$ cat src/rtl/code_pulse_generator_pkg.sv
// code_pulse_generator_pkg
//   Constants shared by the transceiver sequencer, the code pulse generator
//   and the receiver-window block: the pulse state encoding, the maximum
//   code-word length and the width of the timing counters.
//   Optional build macro used by this slice: CODE_DIFF_ENC_EN.
package code_pulse_generator_pkg;

  localparam int CPG_MAX_CHIPS = 32;
  localparam int CPG_CNT_W     = 16;

  typedef enum logic [2:0] {
    IDLE  = 3'd0,
    LEAD  = 3'd1,
    CHIP  = 3'd2,
    GUARD = 3'd3,
    DONE  = 3'd4
  } cpg_state_t;

endpackage

$ cat src/rtl/code_pulse_generator_if.sv
// code_pulse_generator_if
//   Request/response bundle between the transceiver sequencer (master) and
//   the code pulse generator (slave).
//   Request : GEN (level), CODE, CODE_LEN, CODE_DURATION, PULSE_LEN
//   Response: PULSE_EN, PHASE_BIT, SIGNAL_GEN_OVER, BUSY, TRUNC, PARAM_ERR
interface code_pulse_generator_if #(
  parameter int MAX_CHIPS = code_pulse_generator_pkg::CPG_MAX_CHIPS,
  parameter int CNT_W     = code_pulse_generator_pkg::CPG_CNT_W
);

  logic                 GEN;
  logic [MAX_CHIPS-1:0] CODE;
  logic [CNT_W-1:0]     CODE_LEN;
  logic [CNT_W-1:0]     CODE_DURATION;
  logic [CNT_W-1:0]     PULSE_LEN;
  logic                 PULSE_EN;
  logic                 PHASE_BIT;
  logic                 SIGNAL_GEN_OVER;
  logic                 BUSY;
  logic                 TRUNC;
  logic                 PARAM_ERR;

  modport master (
    output GEN, CODE, CODE_LEN, CODE_DURATION, PULSE_LEN,
    input  PULSE_EN, PHASE_BIT, SIGNAL_GEN_OVER, BUSY, TRUNC, PARAM_ERR
  );

  modport slave (
    input  GEN, CODE, CODE_LEN, CODE_DURATION, PULSE_LEN,
    output PULSE_EN, PHASE_BIT, SIGNAL_GEN_OVER, BUSY, TRUNC, PARAM_ERR
  );

endinterface

$ cat src/rtl/code_chip_shifter.sv
// code_chip_shifter
//   Holds the latched code word left-aligned so the current chip is always
//   the MSB, steps one chip per request and produces the registered phase
//   bit for the next cycle.
//   Ports:
//     clk, rst      clock, asynchronous active-high reset
//     load          latch code_in / len_in (start of a request)
//     code_in       raw code word, chip i = code_in[len_in-1-i]
//     len_in        chip count, already clamped to MAX_CHIPS
//     step          advance to the next chip at this edge
//     chip_start    the next cycle is the first cycle of a chip
//     out_en        the next cycle is a CHIP cycle (phase driven)
//     phase         registered phase bit (0 outside CHIP)
//     last_chip     the current chip is the final one
//   Build macro CODE_DIFF_ENC_EN: phase toggles at each chip boundary whose
//   chip is 1 instead of following the chip value directly.
module code_chip_shifter #(
  parameter int MAX_CHIPS = 32,
  parameter int LEN_W     = $clog2(MAX_CHIPS + 1)
) (
  input  logic                 clk,
  input  logic                 rst,
  input  logic                 load,
  input  logic [MAX_CHIPS-1:0] code_in,
  input  logic [LEN_W-1:0]     len_in,
  input  logic                 step,
  input  logic                 chip_start,
  input  logic                 out_en,
  output logic                 phase,
  output logic                 last_chip
);

  logic [MAX_CHIPS-1:0] sreg;
  logic [MAX_CHIPS-1:0] sreg_n;
  logic [LEN_W-1:0]     left;

  // Next shift-register content; the phase flop looks at its MSB so the
  // output lines up with the cycle the state machine enters.
  always_comb begin
    sreg_n = sreg;
    if (load) begin
      sreg_n = code_in << (LEN_W'(MAX_CHIPS) - len_in);
    end else if (step) begin
      sreg_n = sreg << 1;
    end
  end

  always_ff @(posedge clk) begin
    sreg <= sreg_n;
  end

  always_ff @(posedge clk or posedge rst) begin
    if (rst) begin
      left <= '0;
    end else if (load) begin
      left <= len_in;
    end else if (step && (left != '0)) begin
      left <= left - 1'b1;
    end
  end

  assign last_chip = (left == LEN_W'(1));

`ifdef CODE_DIFF_ENC_EN
  logic ref_q;
  logic ref_n;

  // Reference phase restarts at 0 with every request and toggles on entry
  // to each chip whose value is 1.
  always_comb begin
    ref_n = load ? 1'b0 : ref_q;
    if (chip_start) begin
      ref_n = ref_n ^ sreg_n[MAX_CHIPS-1];
    end
  end

  always_ff @(posedge clk or posedge rst) begin
    if (rst) begin
      ref_q <= 1'b0;
      phase <= 1'b0;
    end else begin
      ref_q <= ref_n;
      phase <= out_en & ref_n;
    end
  end
`else
  always_ff @(posedge clk or posedge rst) begin
    if (rst) begin
      phase <= 1'b0;
    end else begin
      phase <= out_en & sreg_n[MAX_CHIPS-1];
    end
  end
`endif

endmodule

$ cat src/rtl/code_pulse_generator.sv
// code_pulse_generator
//   On each rising GEN request emits one phase-coded RF pulse: RF gate
//   (PULSE_EN) opened RF_LEAD cycles ahead of chip 0, one PHASE_BIT per chip
//   held CODE_DURATION cycles, then a receive guard gap until PULSE_LEN
//   window cycles have elapsed. SIGNAL_GEN_OVER is then held until GEN falls.
//   Ports:
//     CLOCK_10M   system clock
//     RESET       asynchronous active-high reset
//     bus         code_pulse_generator_if.slave (GEN, CODE, CODE_LEN,
//                 CODE_DURATION, PULSE_LEN in; PULSE_EN, PHASE_BIT,
//                 SIGNAL_GEN_OVER, BUSY, TRUNC, PARAM_ERR out)
//   Build macro CODE_DIFF_ENC_EN selects differential phase encoding
//   (see code_chip_shifter).
module code_pulse_generator
  import code_pulse_generator_pkg::*;
#(
  parameter int MAX_CHIPS = CPG_MAX_CHIPS,
  parameter int CNT_W     = CPG_CNT_W,
  parameter int RF_LEAD   = 2
) (
  input  logic CLOCK_10M,
  input  logic RESET,
  code_pulse_generator_if.slave bus
);

  localparam int               LEN_W     = $clog2(MAX_CHIPS + 1);
  localparam logic [CNT_W-1:0] LEAD_LAST = CNT_W'((RF_LEAD > 0) ? RF_LEAD - 1 : 0);

  function automatic logic [CNT_W-1:0] sat_inc(input logic [CNT_W-1:0] v);
    return (v == {CNT_W{1'b1}}) ? v : v + 1'b1;
  endfunction

  function automatic logic [LEN_W-1:0] clamp_len(input logic [CNT_W-1:0] len);
    return (len > CNT_W'(MAX_CHIPS)) ? LEN_W'(MAX_CHIPS) : len[LEN_W-1:0];
  endfunction

  cpg_state_t       state;
  cpg_state_t       state_n;
  logic             gen_d;
  logic [CNT_W-1:0] win_cnt;
  logic [CNT_W-1:0] win_n;
  logic [CNT_W-1:0] cnt;
  logic [CNT_W-1:0] cnt_n;
  logic [CNT_W-1:0] dur_s;
  logic [CNT_W-1:0] plen_s;
  logic             trunc_n;
  logic             perr_n;
  logic             load;
  logic             step;
  logic             chip_start;
  logic             chip_last;
  logic             phase_bit;
  logic [LEN_W-1:0] len_cl;
  logic             start;
  logic             param_bad;
  logic             win_end;
  logic             chip_end;

  assign start     = bus.GEN & ~gen_d;
  assign len_cl    = clamp_len(bus.CODE_LEN);
  assign param_bad = (len_cl == '0) || (bus.CODE_DURATION == '0) || (bus.PULSE_LEN == '0);
  assign win_end   = (win_cnt >= plen_s);
  assign chip_end  = (cnt == dur_s - 1'b1);

  // Request shadow registers: only the chip shifter and these hold request
  // data, so later input changes cannot disturb a pulse in flight.
  always_ff @(posedge CLOCK_10M) begin
    if (load) begin
      dur_s  <= bus.CODE_DURATION;
      plen_s <= bus.PULSE_LEN;
    end
  end

  // cnt counts lead cycles in LEAD and cycles within the current chip in
  // CHIP; win_cnt is the 1-based window position.
  always_comb begin
    state_n    = state;
    win_n      = win_cnt;
    cnt_n      = cnt;
    trunc_n    = bus.TRUNC;
    perr_n     = bus.PARAM_ERR;
    load       = 1'b0;
    step       = 1'b0;
    chip_start = 1'b0;
    unique case (state)
      IDLE: begin
        if (start) begin
          load    = 1'b1;
          trunc_n = 1'b0;
          perr_n  = 1'b0;
          win_n   = CNT_W'(1);
          cnt_n   = '0;
          if (param_bad) begin
            perr_n  = 1'b1;
            state_n = DONE;
          end else if (RF_LEAD == 0) begin
            state_n    = CHIP;
            chip_start = 1'b1;
          end else begin
            state_n = LEAD;
          end
        end
      end
      LEAD: begin
        if (!bus.GEN) begin
          state_n = IDLE;
        end else if (win_end) begin
          state_n = DONE;
          trunc_n = 1'b1;
        end else begin
          win_n = sat_inc(win_cnt);
          if (cnt == LEAD_LAST) begin
            cnt_n      = '0;
            state_n    = CHIP;
            chip_start = 1'b1;
          end else begin
            cnt_n = sat_inc(cnt);
          end
        end
      end
      CHIP: begin
        if (!bus.GEN) begin
          state_n = IDLE;
        end else if (win_end) begin
          // Window closing exactly on the last chip's final cycle is a
          // complete pulse with no guard, not a truncation.
          state_n = DONE;
          trunc_n = !(chip_last && chip_end);
        end else begin
          win_n = sat_inc(win_cnt);
          if (chip_end) begin
            cnt_n = '0;
            if (chip_last) begin
              state_n = GUARD;
            end else begin
              step       = 1'b1;
              chip_start = 1'b1;
            end
          end else begin
            cnt_n = sat_inc(cnt);
          end
        end
      end
      GUARD: begin
        if (!bus.GEN) begin
          state_n = IDLE;
        end else if (win_end) begin
          state_n = DONE;
        end else begin
          win_n = sat_inc(win_cnt);
        end
      end
      DONE: begin
        if (!bus.GEN) begin
          state_n = IDLE;
        end
      end
      default: state_n = IDLE;
    endcase
  end

  // All outputs are flops loaded from the next state, so each one changes
  // on the same edge as the state it describes.
  always_ff @(posedge CLOCK_10M or posedge RESET) begin
    if (RESET) begin
      state               <= IDLE;
      // A GEN already high when reset releases must fall and rise again
      // before it counts as a request.
      gen_d               <= 1'b1;
      win_cnt             <= '0;
      cnt                 <= '0;
      bus.PULSE_EN        <= 1'b0;
      bus.SIGNAL_GEN_OVER <= 1'b0;
      bus.BUSY            <= 1'b0;
      bus.TRUNC           <= 1'b0;
      bus.PARAM_ERR       <= 1'b0;
    end else begin
      state               <= state_n;
      gen_d               <= bus.GEN;
      win_cnt             <= win_n;
      cnt                 <= cnt_n;
      bus.PULSE_EN        <= (state_n == LEAD) || (state_n == CHIP);
      bus.SIGNAL_GEN_OVER <= (state_n == DONE);
      bus.BUSY            <= (state_n != IDLE);
      bus.TRUNC           <= trunc_n;
      bus.PARAM_ERR       <= perr_n;
    end
  end

  code_chip_shifter #(
    .MAX_CHIPS (MAX_CHIPS),
    .LEN_W     (LEN_W)
  ) u_shifter (
    .clk        (CLOCK_10M),
    .rst        (RESET),
    .load       (load),
    .code_in    (bus.CODE),
    .len_in     (len_cl),
    .step       (step),
    .chip_start (chip_start),
    .out_en     (state_n == CHIP),
    .phase      (phase_bit),
    .last_chip  (chip_last)
  );

  assign bus.PHASE_BIT = phase_bit;

endmodule

$ cat src/flat_wrapper.sv
// flat-port wrapper written by rule: the top's interface ports become plain ports
module code_pulse_generator_flat import code_pulse_generator_pkg::*;
#(
  parameter int MAX_CHIPS = CPG_MAX_CHIPS,
  parameter int CNT_W     = CPG_CNT_W,
  parameter int RF_LEAD   = 2
)
  (CLOCK_10M, RESET, bus_GEN, bus_CODE, bus_CODE_LEN, bus_CODE_DURATION, bus_PULSE_LEN, bus_PULSE_EN, bus_PHASE_BIT, bus_SIGNAL_GEN_OVER, bus_BUSY, bus_TRUNC, bus_PARAM_ERR);
  code_pulse_generator_if #(.MAX_CHIPS(MAX_CHIPS), .CNT_W(CNT_W)) bus_i ();
  input  logic CLOCK_10M;
  input  logic RESET;
  input wire logic [$bits(bus_i.GEN)-1:0] bus_GEN;
  input wire logic [$bits(bus_i.CODE)-1:0] bus_CODE;
  input wire logic [$bits(bus_i.CODE_LEN)-1:0] bus_CODE_LEN;
  input wire logic [$bits(bus_i.CODE_DURATION)-1:0] bus_CODE_DURATION;
  input wire logic [$bits(bus_i.PULSE_LEN)-1:0] bus_PULSE_LEN;
  output wire logic [$bits(bus_i.PULSE_EN)-1:0] bus_PULSE_EN;
  output wire logic [$bits(bus_i.PHASE_BIT)-1:0] bus_PHASE_BIT;
  output wire logic [$bits(bus_i.SIGNAL_GEN_OVER)-1:0] bus_SIGNAL_GEN_OVER;
  output wire logic [$bits(bus_i.BUSY)-1:0] bus_BUSY;
  output wire logic [$bits(bus_i.TRUNC)-1:0] bus_TRUNC;
  output wire logic [$bits(bus_i.PARAM_ERR)-1:0] bus_PARAM_ERR;
  assign bus_i.GEN = bus_GEN;
  assign bus_i.CODE = bus_CODE;
  assign bus_i.CODE_LEN = bus_CODE_LEN;
  assign bus_i.CODE_DURATION = bus_CODE_DURATION;
  assign bus_i.PULSE_LEN = bus_PULSE_LEN;
  assign bus_PULSE_EN = bus_i.PULSE_EN;
  assign bus_PHASE_BIT = bus_i.PHASE_BIT;
  assign bus_SIGNAL_GEN_OVER = bus_i.SIGNAL_GEN_OVER;
  assign bus_BUSY = bus_i.BUSY;
  assign bus_TRUNC = bus_i.TRUNC;
  assign bus_PARAM_ERR = bus_i.PARAM_ERR;
  code_pulse_generator #(.MAX_CHIPS(MAX_CHIPS), .CNT_W(CNT_W), .RF_LEAD(RF_LEAD)) u_core (.CLOCK_10M(CLOCK_10M), .RESET(RESET), .bus(bus_i));
endmodule
$ cat config.mk
export PLATFORM = sky130hd
export DESIGN_NAME = code_pulse_generator_flat
export DESIGN_NICKNAME = d
export VERILOG_FILES = /design/src/rtl/code_pulse_generator_pkg.sv /design/src/rtl/code_pulse_generator_if.sv /design/src/rtl/code_chip_shifter.sv /design/src/rtl/code_pulse_generator.sv /design/src/flat_wrapper.sv
export SDC_FILE = /design/constraint.sdc
export NUM_CORES = 1
export LEC_CHECK = 0
export ABC_CLOCK_PERIOD_IN_PS = 3500
export BUFFER_PORTS_ARGS = -buffer_cell sky130_fd_sc_hd__buf_4
export CELL_PAD_IN_SITES_DETAIL_PLACEMENT = 0
export CELL_PAD_IN_SITES_GLOBAL_PLACEMENT = 2
export CORE_UTILIZATION = 34
export CTS_BUF_LIST = sky130_fd_sc_hd__clkbuf_16
export CTS_CLUSTER_SIZE = 30
export DETAILED_ROUTE_END_ITERATION = 8
export PLACE_DENSITY_LB_ADDON = 0.25
export REMOVE_ABC_BUFFERS = 1
export SYNTH_ARGS = -nofsm -noshare
export SYNTH_HDL_FRONTEND = slang
export SYNTH_SLANG_ARGS = --single-unit
export TNS_END_PERCENT = 100
$ cat constraint.sdc
create_clock -name CLOCK_10M -period 3.5 [get_ports CLOCK_10M]
set_input_delay 0.525 -clock CLOCK_10M [delete_from_list [all_inputs] [get_ports CLOCK_10M]]
set_output_delay 0.525 -clock CLOCK_10M [all_outputs]
set_load 0.1 [all_outputs]
==> impl_metrics.csv, run 1 <==
group,metric,value,unit
place,hpwl,15.1,mm
final_layout,finish.utilization,0.424,
floorplanning,die-area,22500,µm²
clock_tree,cts-buffers-inserted,9,
worst_setup_path,path_buf_inv,0,
run_status,status,"finished clean",
worst_setup_path,worst_path_largest_cell_delay,680,ps
logic_synthesis,synth_cells,774,
pwr,p_leak,3.83,nW
logic_synthesis,avgSynthCellArea,9.62,µm²
detailed_routing,viasPerCell,5.30,
clock_tree,cts_setup_buffers,0,
logic_synthesis,yosysUniqueCellTypes,71,
global_route,grt_pass1_vias,6105,
final_layout,final_nets,979,
pwr,p_total,3.92,mW
floorplanning,die_h,150,µm
clock_tree,root_buffer,"clkbuf_16",
global_route,busiest_layer,"met2",
pwr,p_per_area,435,nW/µm²
sta,timing.final.crit_share,0.924,
pwr,p_clk_frac,0.305,
clock_tree,clock-sinks,112,
worst_setup_path,critical_path_required,3780,ps
global_route,antenna_found_initial,0,
logic_synthesis,ys_ff_latch,112,
floorplanning,die_x,150,µm
place,dp.cells,1137,
sta,rsz0062_at_grt,"no",
sta,hold_viol,0,
detailed_routing,vias,6110,
place,place_congestion,0.907,
sta,slew_headroom,0.296,
detailed_routing,routed_wl,19.5,mm
logic_synthesis,ys_warn_count,0,
clock_tree,clkSlewWorstSetupHoldPaths,70,ps
sta,final-setup-viol-count,0,
pwr,switching_power,1.27,mW
worst_setup_path,cpLargestDelayFamily,"simple AND/OR/NAND/NOR gates",
floorplanning,io_pins,89,
worst_setup_path,path_cells,"or4_1, nor3_2, mux2i_1, a211oi_1, nand4b_1, nor3_4, nand4_1, or3_1, a31oi_1",
global_route,gr-usage-all-layers,0.179,
sta,maxClockFrequency,309,MHz
pwr,power.internal,2.65,mW
pwr,ir_worst_vdd,0.286,mV
detailed_routing,first_iter_violations,362,
place,io_buffer_count,88,
final_layout,num_antenna_cells,0,
logic_synthesis,async_flop_share,0.429,
logic_synthesis,syn_area,7440,µm²
detailed_routing,drc_errors,0,
worst_setup_path,worstSetupEndpointType,"register",
clock_tree,cts_buffer_depth,2,
logic_synthesis,synth_top_area_cell,"edfxtp_1",
clock_tree,clock_latency,360,ps
global_route,met2_usage,0.281,
clock_tree,tritoncts,"done",
detailed_routing,post_drt_wl_per_cell,16.9,µm
clock_tree,cts_hold_buffers,0,
sta,finalSetupTns,0,ps
logic_synthesis,synth_flop_cell,"edfxtp_1",
clock_tree,cts.htree.levels,3,
clock_tree,cts_resized,0,
worst_setup_path,startpoint_type,"register",
pwr,p_comb_frac,0.258,
floorplanning,rows,53,
sta,drv_slew,0,
logic_synthesis,synth_top_cell_area_share,0.254,
logic_synthesis,synth.area.top_cells,"edfxtp_1 25%, dfrtp_1 16%, mux2i_1 11%",
global_route,grt_use_met3,0.0189,
global_route,grt_overflow_total,0,
min_path,hold_path_class,"in -> reg",
worst_setup_path,crit_path_max_fanout,7,
logic_synthesis,yosysSeqAreaShare,0.418,
worst_setup_path,criticalPathCategory,"reg -> reg",
global_route,grt_pass1_wl,31.4,mm
global_route,gr-usage-met1,0.251,
sta,min_period,3230,ps
detailed_routing,postRouteAntennaNets,0,
sta,finalClockSkew,6.69,ps
floorplanning,initial_core_util,0.351,
floorplanning,core_area,21200,µm²
final_layout,fin_cells,1153,
worst_setup_path,crit_slowest_cell,"or4_1",
pwr,power_frac_seq,0.437,
pwr,switching_share,0.324,
final_layout,layout-drive-gt1-share,0.187,
detailed_routing,dr.pass1.iters,4,
logic_synthesis,synth_edf_count,63,
flow_run,timing.max_cap.violations,0,
sta,worstMarginPinSlew,1060,ps
global_route,grt_start_max_net_pins,49,
final_layout,syn2layout_area_growth,20.9,%
worst_setup_path,arrival,3510,ps
==> layer usage <==
| layer | vias to the layer above | wire, µm | part of all wire |
|---|---|---|---|
| li1 | 3061 | - | - |
| met3 | 23 | 652 | 0.034 |
| met5 | - | 0 | 0 |
| met2 | 134 | 8700 | 0.45 |
| met1 | 2892 | 9720 | 0.50 |
| met4 | 0 | 381 | 0.020 |
==> area by class of cell <==
| cell class | instances | area [µm²] |
|---|---|---|
| Clock buffer | 9 | 225 |
| Clock inverter | 7 | 118 |
| Fill cell | 2131 | 12200 |
| Inverter | 30 | 113 |
| Multi-Input combinational cell | 591 | 4060 |
| Sequential cell | 112 | 3110 |
| Tap cell | 275 | 344 |
| Timing Repair Buffer | 129 | 1020 |
==> worst reg2reg max path, delay by kind of cell (launching register included) <==
kind / cells / cell delay [ps]
mux: 1 / 240
compound gates: 2 / 260
flops: 1 / 400
simple gates: 6 / 2240
==> placed cells by master (no fill, tap or decap), types with 19 or more instances in the layout <==
master	n
a21oi_1	32
buf_4	125
dfrtp_1	47
edfxtp_1	63
ha_1	23
inv_1	27
mux2i_1	85
nand2_1	77
nand3_1	25
nor2_1	68
nor4_1	19
o21ai_0	23
xor2_1	28
==> through the flow <==
step	setup slack (ps)	hold slack, ps	cell area, µm²
finish	268	304	9000
global route	44.2	293	9000
CTS	103	290	8990
detailed placement	-73.3	497	8650
global placement	-26.6	479	8650
floorplan	-1570	462	7270
==> power by group through the flow <==
stage | clock network, mW | logic (mW) | registers (mW)
2_1_floorplan | 0 | 0.528 | 1.84
3_3_place_gp | 0 | 1.00 | 1.74
3_5_place_dp | 0 | 1.01 | 1.74
4_1_cts | 1.22 | 1.02 | 1.71
5_1_grt | 1.27 | 1.12 | 1.74
6_report | 1.19 | 1.01 | 1.71
==> cell usage after synthesis (all sizes together) (11+ instances only) <==
library cell and number:
xor2 28, xnor2 15, nand3 25, a22o 12, nor2 68, edfxtp 63, o21ai 28, a21oi 32
mux2i 85, nand4 17, a221o 11, inv 30, and3 12, nor3 19, nor4 19, nand2 77
dfrtp 47, buf 18, ha 23, clkbuf 23
==> sequential cells by signal (all words and copies together) (netlist names), 3 cells and up <==
register               flops
u_core.dur_s              16
u_core.cnt                16
u_core.u_shifter.sreg     32
u_core.win_cnt            16
u_core.plen_s             16
u_core.u_shifter.left      6
u_core.state               3
==> logic make-up after synthesis <==
group / share of synthesized area
simple gates: 0.201
compound gates: 0.131
flops: 0.418
mux: 0.122
buf+inv: 0.0380
xor+xnor: 0.0506
fa+ha+maj: 0.0387
==> path summary, 6_finish.rpt <==
path	startpoint	depth (start not counted)	end	slack, ps
hold reg to reg	u_core.bus.PARAM_ERR	1	u_core.bus.PARAM_ERR	510
setup / recovery	u_core.dur_s[2]	9	u_core.u_shifter.left[5]	270
min in group asynchronous	RESET	2	u_core.win_cnt[13]	410
max in group asynchronous	RESET	2	u_core.cnt[1]	2410
setup reg to reg	u_core.dur_s[2]	9	u_core.u_shifter.left[5]	270
hold / removal	bus_GEN	1	u_core.gen_d	300
Note: power is estimated with default switching activity, not from simulation.
==> run 2, diff against run 1 <==
--- a/config.mk
+++ b/config.mk
@@ -5,11 +5,12 @@
 export SDC_FILE = /design/constraint.sdc
 export NUM_CORES = 1
 export LEC_CHECK = 0
-export ABC_CLOCK_PERIOD_IN_PS = 3500
+export ABC_CLOCK_PERIOD_IN_PS = 3400
 export BUFFER_PORTS_ARGS = -buffer_cell sky130_fd_sc_hd__buf_4
 export CELL_PAD_IN_SITES_DETAIL_PLACEMENT = 0
 export CELL_PAD_IN_SITES_GLOBAL_PLACEMENT = 2
-export CORE_UTILIZATION = 34
+export CORE_MARGIN = 4
+export CORE_UTILIZATION = 37
 export CTS_BUF_LIST = sky130_fd_sc_hd__clkbuf_16
 export CTS_CLUSTER_SIZE = 30
 export DETAILED_ROUTE_END_ITERATION = 8
==> constraint.sdc (replaced) <==
create_clock -name CLOCK_10M -period 3.4 [get_ports CLOCK_10M]
set_input_delay 0.51 -clock CLOCK_10M [delete_from_list [all_inputs] [get_ports CLOCK_10M]]
set_output_delay 0.51 -clock CLOCK_10M [all_outputs]
set_load 0.1 [all_outputs]
==> impl_metrics.csv, run 2 (same netlist as run 1, synthesis figures left out) <==
group,metric,value,unit
global_route,grt_pass1_vias,6394,
pwr,switching_share,0.345,
sta,worstMarginPinSlew,1040,ps
final_layout,top_register,"u_core.u_shifter.sreg",
detailed_routing,routed_wl,20.7,mm
sta,hold_viol,0,
clock_tree,root_buffer,"clkbuf_16",
final_layout,final_nets,997,
global_route,grt_pass1_wl,33.4,mm
pwr,power.internal,2.52,mW
clock_tree,clock-sinks,112,
sta,finalSetupTns,0,ps
floorplanning,rows,51,
detailed_routing,postRouteAntennaNets,0,
worst_setup_path,crit_path_max_fanout,9,
final_layout,multi_input_area,4060,µm²
run_status,status,"finished clean",
sta,timing.final.crit_share,0.949,
detailed_routing,viasPerCell,5.41,
final_layout,finish.utilization,0.460,
place,dpl_cell_area,8750,µm²
floorplanning,io_pins,89,
pwr,switching_power,1.33,mW
final_layout,register_area,3110,µm²
clock_tree,cts-buffers-inserted,9,
place,io_buffer_count,88,
clock_tree,cts_buffer_depth,2,
sta,hold_slack,292,ps
global_route,grt_overflow_total,0,
flow_run,timing.max_cap.violations,0,
clock_tree,clock_latency,350,ps
clock_tree,cts.htree.levels,3,
detailed_routing,dr.pass1.iters,5,
sta,finalClockSkew,12.4,ps
clock_tree,tritoncts,"done",
final_layout,layout-drive-gt1-share,0.201,
min_path,hold_path_class,"in -> reg",
worst_setup_path,worstSetupEndpointType,"register",
detailed_routing,vias,6281,
pwr,p_comb_frac,0.278,
sta,maxClockFrequency,310,MHz
final_layout,syn2layout_area_growth,21.5,%
detailed_routing,drc_errors,0,
sta,drv_slew,0,
pwr,ir_worst_vdd,0.314,mV
floorplanning,initial_core_util,0.379,
floorplanning,die_x,150,µm
sta,min_period,3230,ps
final_layout,fill_cells,1969,
detailed_routing,post_drt_wl_per_cell,17.8,µm
pwr,p_leak,3.88,nW
pwr,p_total,3.84,mW
worst_setup_path,arrival,3320,ps
floorplanning,core_area,19700,µm²
final_layout,num_antenna_cells,0,
worst_setup_path,worst_path_largest_cell_delay,570,ps
sta,final-setup-viol-count,0,
detailed_routing,first_iter_violations,377,
final_layout,largest_reg_flops,32,
global_route,grt_start_max_net_pins,49,
worst_setup_path,path_cells,"buf_4, or4_1, a211oi_2, nand2_1, ha_1, xnor2_2, buf_4, mux2i_1, a21oi_1, a32oi_1, nand2_1",
worst_setup_path,criticalPathCategory,"in -> reg",
place,place_congestion,0.885,
floorplanning,die-area,22400,µm²
pwr,p_clk_frac,0.263,
pwr,power_frac_seq,0.459,
final_layout,final_cell_mix,"143 x buf_4, 85 x mux2i_1, 77 x nand2_1, 68 x nor2_1, 63 x edfxtp_1",
pwr,p_per_area,425,nW/µm²
worst_setup_path,crit_slowest_cell,"or4_1",
floorplanning,die_h,150,µm
final_layout,design_area,9040,µm²
clock_tree,clkSlewWorstSetupHoldPaths,80,ps
global_route,gr-usage-all-layers,0.186,
sta,slew_headroom,0.309,
worst_setup_path,startpoint_type,"input pin",
place,hpwl,16.2,mm
worst_setup_path,critical_path_required,3500,ps
final_layout,layout_commonest_cell,"buf_4",
global_route,antenna_found_initial,0,
==> run 2: cell count changes in the layout (fill, tap and decap cells not counted), sizes merged <==
cell      change
buf          +18
bufinv        -3
clkinv        -2
clkinvlp      +2
inv           +3
==> run 2: layer usage <==
metal	global-route usage	vias up	wire length, µm
met3	0.0282	25	638
met4	0.0618	0	476
met2	0.317	114	10200
li1	-	3091	-
met1	0.242	3051	9340
met5	0	-	0
==> run 2: area by class of cell <==
class | instances | share of cell area
inverter | 30 | 0.0125
multi-input combinational | 591 | 0.449
sequential | 112 | 0.344
clock buffer | 9 | 0.0249
tap | 265 | 0.0367
clock inverter | 7 | 0.00540
timing repair buffer | 147 | 0.127
==> run 2: power by group through the flow <==
stage / clock, mW / combinational (mW) / sequential (mW)
2_1_floorplan: 0 / 0.543 / 1.90
3_3_place_gp: 0 / 1.05 / 1.79
3_5_place_dp: 0 / 1.07 / 1.79
4_1_cts: 1.04 / 1.07 / 1.76
5_1_grt: 1.09 / 1.18 / 1.79
6_report: 1.01 / 1.07 / 1.76
==> run 2: timing repair <==
item                                    CTS  global route
gates resized for setup                   0             2
hold endpoints to repair                  0             0
buffers inserted                          0             1
hold buffers                              0             0
endpoints found under the setup margin    0             7
==> run 2: final timing paths <==
path	start	to	slack (ps)	cells past startpoint
max	bus_CODE_LEN[15]	u_core.u_shifter.sreg[27]	170	11
min	bus_GEN	u_core.gen_d	290	1
max reg2reg	u_core.dur_s[0]	u_core.u_shifter.left[5]	230	10
min reg2reg	u_core.bus.PARAM_ERR	u_core.bus.PARAM_ERR	510	1
max in group asynchronous	RESET	u_core.win_cnt[15]	2330	2
min in group asynchronous	RESET	u_core.cnt[10]	420	2
==> run 2: metrics by stage <==
stage,worst slack (ps),instances
CTS,154,1160
detailed placement,-185,1144
global placement,-89.8,1144
finish,173,1161
floorplan,-1660,733
global route,-11.2,1161
==> run 2: critical path, delay by kind of cell <==
kind            cells  cell delay (ps)
xor+xnor            1              380
mux                 1              320
compound gates      3              660
simple gates        3              790
fa+ha+maj           1              290
buf+inv             2              380
==> run 3, diff against run 2 <==
--- a/config.mk
+++ b/config.mk
@@ -9,6 +9,7 @@
 export BUFFER_PORTS_ARGS = -buffer_cell sky130_fd_sc_hd__buf_4
 export CELL_PAD_IN_SITES_DETAIL_PLACEMENT = 0
 export CELL_PAD_IN_SITES_GLOBAL_PLACEMENT = 2
+export CORE_ASPECT_RATIO = 0.5
 export CORE_MARGIN = 4
 export CORE_UTILIZATION = 37
 export CTS_BUF_LIST = sky130_fd_sc_hd__clkbuf_16
==> impl_metrics.csv, run 3 (same netlist as run 1, synthesis figures left out) <==
group,metric,value,unit
run_status,status,"finished clean",
clock_tree,cts_buffer_depth,2,
clock_tree,tritoncts,"done",
global_route,gr-usage-all-layers,0.178,
detailed_routing,first_iter_violations,337,
global_route,grt_overflow_total,0,
place,dpl_cell_area,8700,µm²
global_route,grt_pass1_vias,6094,
place,place_congestion,0.855,
global_route,grt_start_max_net_pins,49,
worst_setup_path,crit_path_max_fanout,32,
sta,finalClockSkew,11.2,ps
floorplanning,initial_core_util,0.380,
place,hpwl,15.3,mm
min_path,hold_path_class,"in -> reg",
detailed_routing,vias,6193,
clock_tree,root_buffer,"clkbuf_16",
pwr,p_leak,3.85,nW
final_layout,design_area,8980,µm²
sta,worstMarginPinSlew,1050,ps
worst_setup_path,arrival,3330,ps
worst_setup_path,rr_worst_depth,10,
final_layout,layout_commonest_cell,"buf_4",
min_path,hp-start,"bus_GEN",
flow_run,timing.max_cap.violations,0,
floorplanning,die_x,209,µm
sta,timing.final.crit_share,0.948,
clock_tree,clock_latency,350,ps
floorplanning,io_pins,89,
place,io_buffer_count,88,
worst_setup_path,worstSetupEndpointType,"register",
clock_tree,clkSlewWorstSetupHoldPaths,80,ps
final_layout,final_cell_mix,"132 x buf_4, 85 x mux2i_1, 77 x nand2_1, 68 x nor2_1, 63 x edfxtp_1",
detailed_routing,viasPerCell,5.38,
final_layout,num_antenna_cells,0,
clock_tree,clock-sinks,112,
floorplanning,die_h,108,µm
final_layout,final_nets,987,
final_layout,fin_cells,1152,
detailed_routing,post_drt_wl_per_cell,17.6,µm
worst_setup_path,r2r_start,"u_core.dur_s[0]",
sta,final-setup-viol-count,0,
worst_setup_path,rrSetupSlack,180,ps
final_layout,top_register,"u_core.u_shifter.sreg",
final_layout,fill_cells,1901,
sta,hold_slack,289,ps
clock_tree,cts.htree.levels,3,
global_route,antenna_found_initial,0,
sta,slew_headroom,0.298,
place,dp_slack,45.4,ps
min_path,min_path_cells,1,
sta,worst_slack,177,ps
min_path,whs_endpoint,"u_core.gen_d",
sta,hold_viol,0,
pwr,p_per_area,428,nW/µm²
detailed_routing,drc_errors,0,
worst_setup_path,startpoint_type,"register",
floorplanning,rows,36,
detailed_routing,dr.pass1.iters,5,
final_layout,syn2layout_area_growth,20.6,%
sta,drv_slew,0,
global_route,grt_pass1_wl,32.4,mm
worst_setup_path,criticalPathCategory,"reg -> reg",
place,dp.cells,1135,
worst_setup_path,critical_path_required,3510,ps
floorplanning,core_area,19600,µm²
detailed_routing,routed_wl,20.2,mm
detailed_routing,postRouteAntennaNets,0,
floorplanning,die-area,22600,µm²
final_layout,largest_reg_flops,32,
sta,maxClockFrequency,310,MHz
final_layout,layout-drive-gt1-share,0.193,
pwr,ir_worst_vdd,0.230,mV
sta,rsz0062_at_grt,"no",
clock_tree,cts-buffers-inserted,9,
clock_tree,cts_resized,0,
sta,min_period,3220,ps
worst_setup_path,reg2reg_to,"u_core.u_shifter.sreg[29]",
[run 3: power breakdown]
part           internal (mW)  leakage (nW)  switching [mW]  total (mW)
Sequential              1.62          1.25           0.143        1.77
Clock                  0.500         0.141           0.517        1.02
Combinational          0.389          2.46           0.669        1.06
Total                   2.51          3.85            1.33        3.84
[run 3: layer usage]
layer,vias to the layer above,GRT usage,part of all wire
met2,97,0.299,0.47
met3,26,0.0362,0.033
met1,2987,0.240,0.48
li1,3083,-,-
met5,-,0,0
met4,0,0.0423,0.016
[run 3: final cells by class]
type                            instances  area [µm²]  area share
Clock buffer                            9         225      0.0251
Timing Repair Buffer                  137        1090       0.122
Multi-Input combinational cell        591        4060       0.452
Clock inverter                          7        43.8     0.00488
Tap cell                              266         333      0.0371
Sequential cell                       112        3110       0.347
Inverter                               30         113      0.0125
[run 3: worst max-delay path by stage]
stage                                start                         to
after global placement    bus_CODE_LEN[15]  u_core.u_shifter.sreg[31]
after CTS                  u_core.dur_s[0]   u_core.u_shifter.sreg[5]
after floorplan           bus_CODE_LEN[11]  u_core.u_shifter.sreg[29]
after detailed placement  bus_CODE_LEN[15]  u_core.u_shifter.sreg[31]
after global routing       u_core.dur_s[0]  u_core.u_shifter.sreg[29]
final                      u_core.dur_s[0]  u_core.u_shifter.sreg[29]
[run 3: worst max-delay path: stages, from the launching register on]
cell and delay (ps):
edfxtp_1 430, or4_1 690, nor4_1 360, buf_4 180, mux2i_1 70, o211ai_1 430, nor3_4 40, buf_4 170
buf_12 170, and2_1 170, a221o_1 260
[run 3: timing repair]
action / CTS / global route
endpoints found under the setup margin: 0 / 19
hold buffers: 0 / 0
setup buffers: 0 / 1
endpoints found under the hold margin: 0 / 0
[run 3: through the flow]
stage / util / total power [mW] / TNS (ps)
global route: 0.458 / 4.07 / 0
detailed placement: 0.444 / 2.86 / 0
finish: 0.458 / 3.84 / 0
floorplan: - / 2.44 / -71870
global placement: 0.444 / 2.85 / 0
CTS: 0.458 / 3.89 / 0
